### src/rtl/seg_scan_controller.sv
// Multiplexed 7-seg scan controller: seg/digit_en are combinational from index+display regs; loads commit tear-free on frame_tick.
// load_ready is low while a word is pending; define SEG_LEADING_ZERO_BLANK_EN to blank leading-zero digits.
module seg_scan_controller #(
  parameter int DIGITS      = 4,
  parameter int REFRESH_DIV = 1000
) (
  input  logic                clk,
  input  logic                reset,
  input  logic                load_valid,
  output logic                load_ready,
  input  logic [4*DIGITS-1:0] load_data,
  input  logic                dec_mode,
  output logic [6:0]          seg,
  output logic [DIGITS-1:0]   digit_en,
  output logic                frame_tick
);
  localparam int CNT_W = $clog2(REFRESH_DIV);
  localparam int IDX_W = $clog2(DIGITS);
  localparam logic [CNT_W-1:0] CNT_LAST = CNT_W'(REFRESH_DIV - 1);
  localparam logic [IDX_W-1:0] IDX_LAST = IDX_W'(DIGITS - 1);

  typedef enum logic {IDLE = 1'b0, PENDING = 1'b1} state_t;
  state_t state, state_nxt;

  logic [CNT_W-1:0]    cnt;
  logic [IDX_W-1:0]    idx;
  logic [4*DIGITS-1:0] shadow, disp;
  logic                slot_tick, shadow_we, commit;
  logic [3:0]          nib;
  logic [6:0]          hex_seg;
  logic                dec_blank;

  assign slot_tick  = (cnt == CNT_LAST);
  assign frame_tick = slot_tick && (idx == IDX_LAST);
  assign digit_en   = DIGITS'(1) << idx;

  always_ff @(posedge clk or posedge reset) begin
    if (reset) begin
      cnt <= '0;
      idx <= '0;
    end else begin
      cnt <= slot_tick ? '0 : cnt + 1'b1;
      if (slot_tick)
        idx <= (idx == IDX_LAST) ? '0 : idx + 1'b1;
    end
  end

  always_ff @(posedge clk or posedge reset) begin
    if (reset)
      state <= IDLE;
    else
      state <= state_nxt;
  end

  always_comb begin
    state_nxt = state;
    case (state)
      IDLE:    if (load_valid) state_nxt = PENDING;
      PENDING: if (frame_tick) state_nxt = IDLE;
      default: state_nxt = IDLE;
    endcase
  end

  // A word accepted on a frame_tick is still in IDLE, so it waits for the next tick.
  always_comb begin
    load_ready = (state == IDLE);
    shadow_we  = (state == IDLE) && load_valid;
    commit     = (state == PENDING) && frame_tick;
  end

  always_ff @(posedge clk or posedge reset) begin
    if (reset) begin
      shadow <= '0;
      disp   <= '0;
    end else begin
      if (shadow_we) shadow <= load_data;
      if (commit)    disp   <= shadow;
    end
  end

  always_comb begin
    nib = 4'h0;
    for (int i = 0; i < DIGITS; i++)
      if (idx == IDX_W'(i)) nib = disp[4*i +: 4];
  end

  always_comb begin
    case (nib)
      4'h0: hex_seg = 7'h3F;
      4'h1: hex_seg = 7'h06;
      4'h2: hex_seg = 7'h5B;
      4'h3: hex_seg = 7'h4F;
      4'h4: hex_seg = 7'h66;
      4'h5: hex_seg = 7'h6D;
      4'h6: hex_seg = 7'h7D;
      4'h7: hex_seg = 7'h07;
      4'h8: hex_seg = 7'h7F;
      4'h9: hex_seg = 7'h6F;
      4'hA: hex_seg = 7'h77;
      4'hB: hex_seg = 7'h7C;
      4'hC: hex_seg = 7'h39;
      4'hD: hex_seg = 7'h5E;
      4'hE: hex_seg = 7'h79;
      default: hex_seg = 7'h71;
    endcase
  end

  assign dec_blank = dec_mode && (nib > 4'd9);

`ifdef SEG_LEADING_ZERO_BLANK_EN
  logic lz_blank, upper_zero;

  // Walk down from the top digit; digit 0 is never considered.
  always_comb begin
    lz_blank   = 1'b0;
    upper_zero = 1'b1;
    for (int i = DIGITS - 1; i > 0; i--) begin
      upper_zero = upper_zero && (disp[4*i +: 4] == 4'h0);
      if ((idx == IDX_W'(i)) && upper_zero) lz_blank = 1'b1;
    end
  end

  assign seg = (dec_blank || lz_blank) ? 7'h00 : hex_seg;
`else
  assign seg = dec_blank ? 7'h00 : hex_seg;
`endif

endmodule
### config.mk
export PLATFORM = sky130hd
export DESIGN_NAME = seg_scan_controller
export DESIGN_NICKNAME = d
export VERILOG_FILES = /design/src/rtl/seg_scan_controller.sv
export SDC_FILE = /design/constraint.sdc
export NUM_CORES = 1
export LEC_CHECK = 0
export CAP_MARGIN = 40
export CORE_ASPECT_RATIO = 1.75
export CORE_MARGIN = 5
export CORE_UTILIZATION = 54
export CTS_CLUSTER_DIAMETER = 40
export CTS_CLUSTER_SIZE = 14
export DETAILED_ROUTE_END_ITERATION = 16
export PLACE_DENSITY = 0.79
export SKIP_LAST_GASP = 1
export SLEW_MARGIN = 0
export SYNTH_ARGS = -nofsm -noshare
export SYNTH_HDL_FRONTEND = slang
export SYNTH_SLANG_ARGS = --single-unit
### constraint.sdc
create_clock -name clk -period 3.4 [get_ports clk]
set_input_delay 0.85 -clock clk [delete_from_list [all_inputs] [get_ports clk]]
set_output_delay 0.85 -clock clk [all_outputs]
set_load 0.02 [all_outputs]
==> summary.md <==
| Metric | Value |
|---|---|
| Max Slew Vio Count | `0` |
| Maximum number of pins on one net before global-route repair | `46` |
| Seq/Total Area, Yosys | `47.29%` |
| Initial core utilization | `55.06%` |
| Cell variety after synth | `44` |
| Status | `finished with violations` |
| Max-cap violations | `0` |
| Worst Hold Depth | `1` |
| Post-layout min period | `3462 ps` |
| Avg Cell Area, Syn | `11.61 sq um` |
| Leak pwr | `0.001463 uW` |
| Insertion delay to the later sink of the worst-skew pair | `290 ps` |
| Crit path kind | `register to output pin` |
| Slew HR | `62.62%` |
| WP data required | `2550 ps` |
| Final Cycle Share | `101.8%` |
| RSZ-0062 raised after global routing | `yes` |
| Vias in the first global route | `2056` |
| Die area | `5889 sq um` |
| Switching share of power | `19.30%` |
| DRT Wirelength | `6234 um` |
| Mapped Cells | `205` |
| DRC Markers | `0` |
| Nets | `310` |
| R2R cell count | `6` |
| Share of cells above drive strength 1 | `37.86%` |
| Most common flop cell mapped by yosys | `dfrtp_1` |
| Combinational group share of total power | `5.5%` |
| Synth warnings | `0` |
| Post-route ant nets | `0` |
| Core area | `4324 sq um` |
| # port buffers | `32` |
| Final Skew | `15.72 ps` |
| CP Data Arrival Time | `2610 ps` |
| Count of final setup violators | `6` |
| GP Congestion | `0.9425` |
| Area Overhead vs Synth | `38.41%` |
| Hold Path Class | `register to register` |
| Synthesized area | `2381 sq um` |
| GRT Util Overall | `21.34%` |
| Failing checks | `setup timing` |
| Clock power share | `39.4%` |
| CTS tree | `yes` |
| Crit start category | `register` |
| Die W | `60.20 um` |
| Hold_buf cts | `0` |
| CTS Buf Count | `5` |
| Number of flops mapped to enable cells by yosys | `0` |
| Vias per inst | `5.734` |
| Hold Vio Cnt, Final | `0` |
| Clock Tree Buf Depth | `2` |
| Sequential power share | `55.1%` |
| Chip height | `97.84 um` |
| Clk slew on worst S/H paths | `80 ps` |
| # clock sinks | `45` |
| Crit path cell chain | `inv_2 > buf_6 > ha_4 > nand3b_1 > a221oi_4 > inv_2 > ha_4 > nand2b_1 > a21oi_2 > a21oi_1 > o21a_1 > buf_6` |
| Mapped Nets | `236` |
| First-pass GRT wire length | `9591 um` |
| N_diodes | `0` |
| Setup crit end kind | `output pin` |
| CP Buf/Inv Count | `4` |
| DP Wirelength | `4131 um` |
| Routed length per placed instance | `18.83 um` |
| Share of the synthesized area in the top cell type | `47.29%` |
| DR iter-0 viols | `80` |
| Clock tree root buffer cell | `clkbuf_8` |
| Fin util | `76.22%` |
| Path length in cells of the critical path | `12` |
| Slowest cell on the critical path | `dfrtp_2` |
| # IOs | `33` |
| Async SR Flop Fraction | `100.0%` |
| Critical Path Max Stage Delay | `450 ps` |
| Num rows | `32` |
| Routed via count | `1898` |
| Pint | `833.4 uW` |
| Total negative setup slack | `-187.4 ps` |
| Slew @ Worst Pin | `560.7 ps` |
| # H-tree levels | `2` |
| CP Max Fanout | `4` |
| Number of antenna violations at the first check in global routing | `0` |
| Delay-heaviest family, CP | `compound AO/OA/AOI/OAI gates` |
| Post-route setup slack | `-61.57 ps` |
| Worst-case vdd ir drop | `0.3408 mV` |
| Synth area leader | `dfrtp_1` |
| Drt pass-1 iters | `5` |
| Main area contributors after synthesis | `dfrtp_1 (47%), mux2_2 (7.6%), mux2_1 (6.1%)` |
| Sw Pwr | `199.4 uW` |
| Max Fclk | `288.9 MHz` |
| Power Density | `313.4 nW/um^2` |
| GRT overflow | `0` |
| Register bit total from synthesis | `45` |
[power groups by stage]
stage          sequential, uW  combinational [uW]  clock, uW
2_1_floorplan             574                27.7          0
3_3_place_gp              577                55.5          0
3_5_place_dp              579                57.5          0
4_1_cts                   568                57.8        416
5_1_grt                   571                62.2        440
6_report                  569                56.9        407
[layer usage]
layer	up-vias	global-route usage [%]	share of wire [%]
met5	-	0	0
met2	59	38.42	59
met4	0	11.77	3.0
met1	937	21.93	35
met3	17	3.704	3.5
li1	885	-	-
[flip-flops by register name, indices dropped and copies added (netlist names)]
register / flops
state: 1
idx: 2
cnt: 10
shadow: 16
disp: 16
[per-stage QoR]
stage	instances	setup WS [ps]	power [uW]	hold slack (ps)	cell area [sq um]
finish	331	-61.57	1033	468.3	3296
global route	331	-137.3	1074	512.7	3296
CTS	328	-23.38	1042	469.3	3158
detailed placement	317	-247.2	636.2	457.7	2988
global placement	317	-165.3	632.9	444.6	2988
floorplan	205	62.09	602.1	432.9	2387
[worst paths after layout]
kind	start	to	slack, ps
worst max-delay path	idx[1]	seg[2]	-60
worst min-delay path	cnt[0]	cnt[0]	470
worst max register to register	cnt[0]	disp[6]	1210
worst min register to register	cnt[0]	cnt[0]	470
max in group asynchronous	reset	idx[1]	1990
min in group asynchronous	reset	shadow[0]	990
[area by class of cell]
| cell class | instances | area (sq um) |
|---|---|---|
| clock inverters | 1 | 30.03 |
| fillers | 288 | 1028 |
| repair buffers | 74 | 653.1 |
| inverters | 10 | 37.54 |
| multi-input cells | 143 | 1297 |
| flip-flops and latches | 45 | 1127 |
| clock buffers | 7 | 86.33 |
| well taps | 51 | 63.81 |
[timing repair]
item                                   in CTS  in global routing
setup endpoints to repair                   7                  7
buffers inserted                            3                  5
pin swaps                                   5                 18
gates resized for setup                    45                 31
endpoints found under the hold margin       0                  0
[cells in the mapped netlist (3+ instances only)]
| library cell | n |
|---|---|
| o21ai_0 | 7 |
| mux2_1 | 13 |
| nor2_1 | 15 |
| inv_1 | 10 |
| nor3_1 | 3 |
| nand3b_1 | 4 |
| xor2_1 | 4 |
| ha_1 | 11 |
| nor2b_1 | 3 |
| buf_6 | 3 |
| mux2_2 | 16 |
| nor3b_1 | 3 |
| a221oi_4 | 3 |
| a211oi_1 | 5 |
| a21oi_1 | 8 |
| nand2_1 | 13 |
| dfrtp_1 | 45 |
| nand3_1 | 6 |
[layout by cell type (no fill, tap or decap), types with 2 or more instances in the layout]
cell and n:
or3_1 2, ha_1 4, nand3_1 6, buf_4 38, xnor2_1 2, nor3_2 2
ha_2 2, nand3b_1 4, a211oi_1 4, nor2_4 2, inv_2 4, a21oi_2 3
dfrtp_1 44, nor3b_2 2, a221oi_4 3, clkbuf_8 6, nor2_1 13, nor3b_1 2
mux2_1 13, buf_6 10, inv_1 5, clkdlybuf4s50_1 25, nand2_1 13, and2_1 2
o21ai_0 6, mux2_2 16, o211ai_1 2, nor2b_1 3, xor2_1 4, ha_4 5
nand2b_1 2, a21oi_1 5
[logic make-up (layout without fill, tap and decap cells)]
kind of cell | after synthesis | in the layout | synth area share, %
buffers and inverters | 17 | 92 | 3.836
AOI/OAI and AO/OA | 36 | 36 | 12.82
muxes | 31 | 31 | 14.77
DFF | 45 | 45 | 47.29
adders and majority gates | 11 | 11 | 5.780
and+or+nand+nor | 59 | 59 | 13.29
xor gates and xnor gates | 6 | 6 | 2.207
No activity file was read; power rests on OpenSTA's default activity.
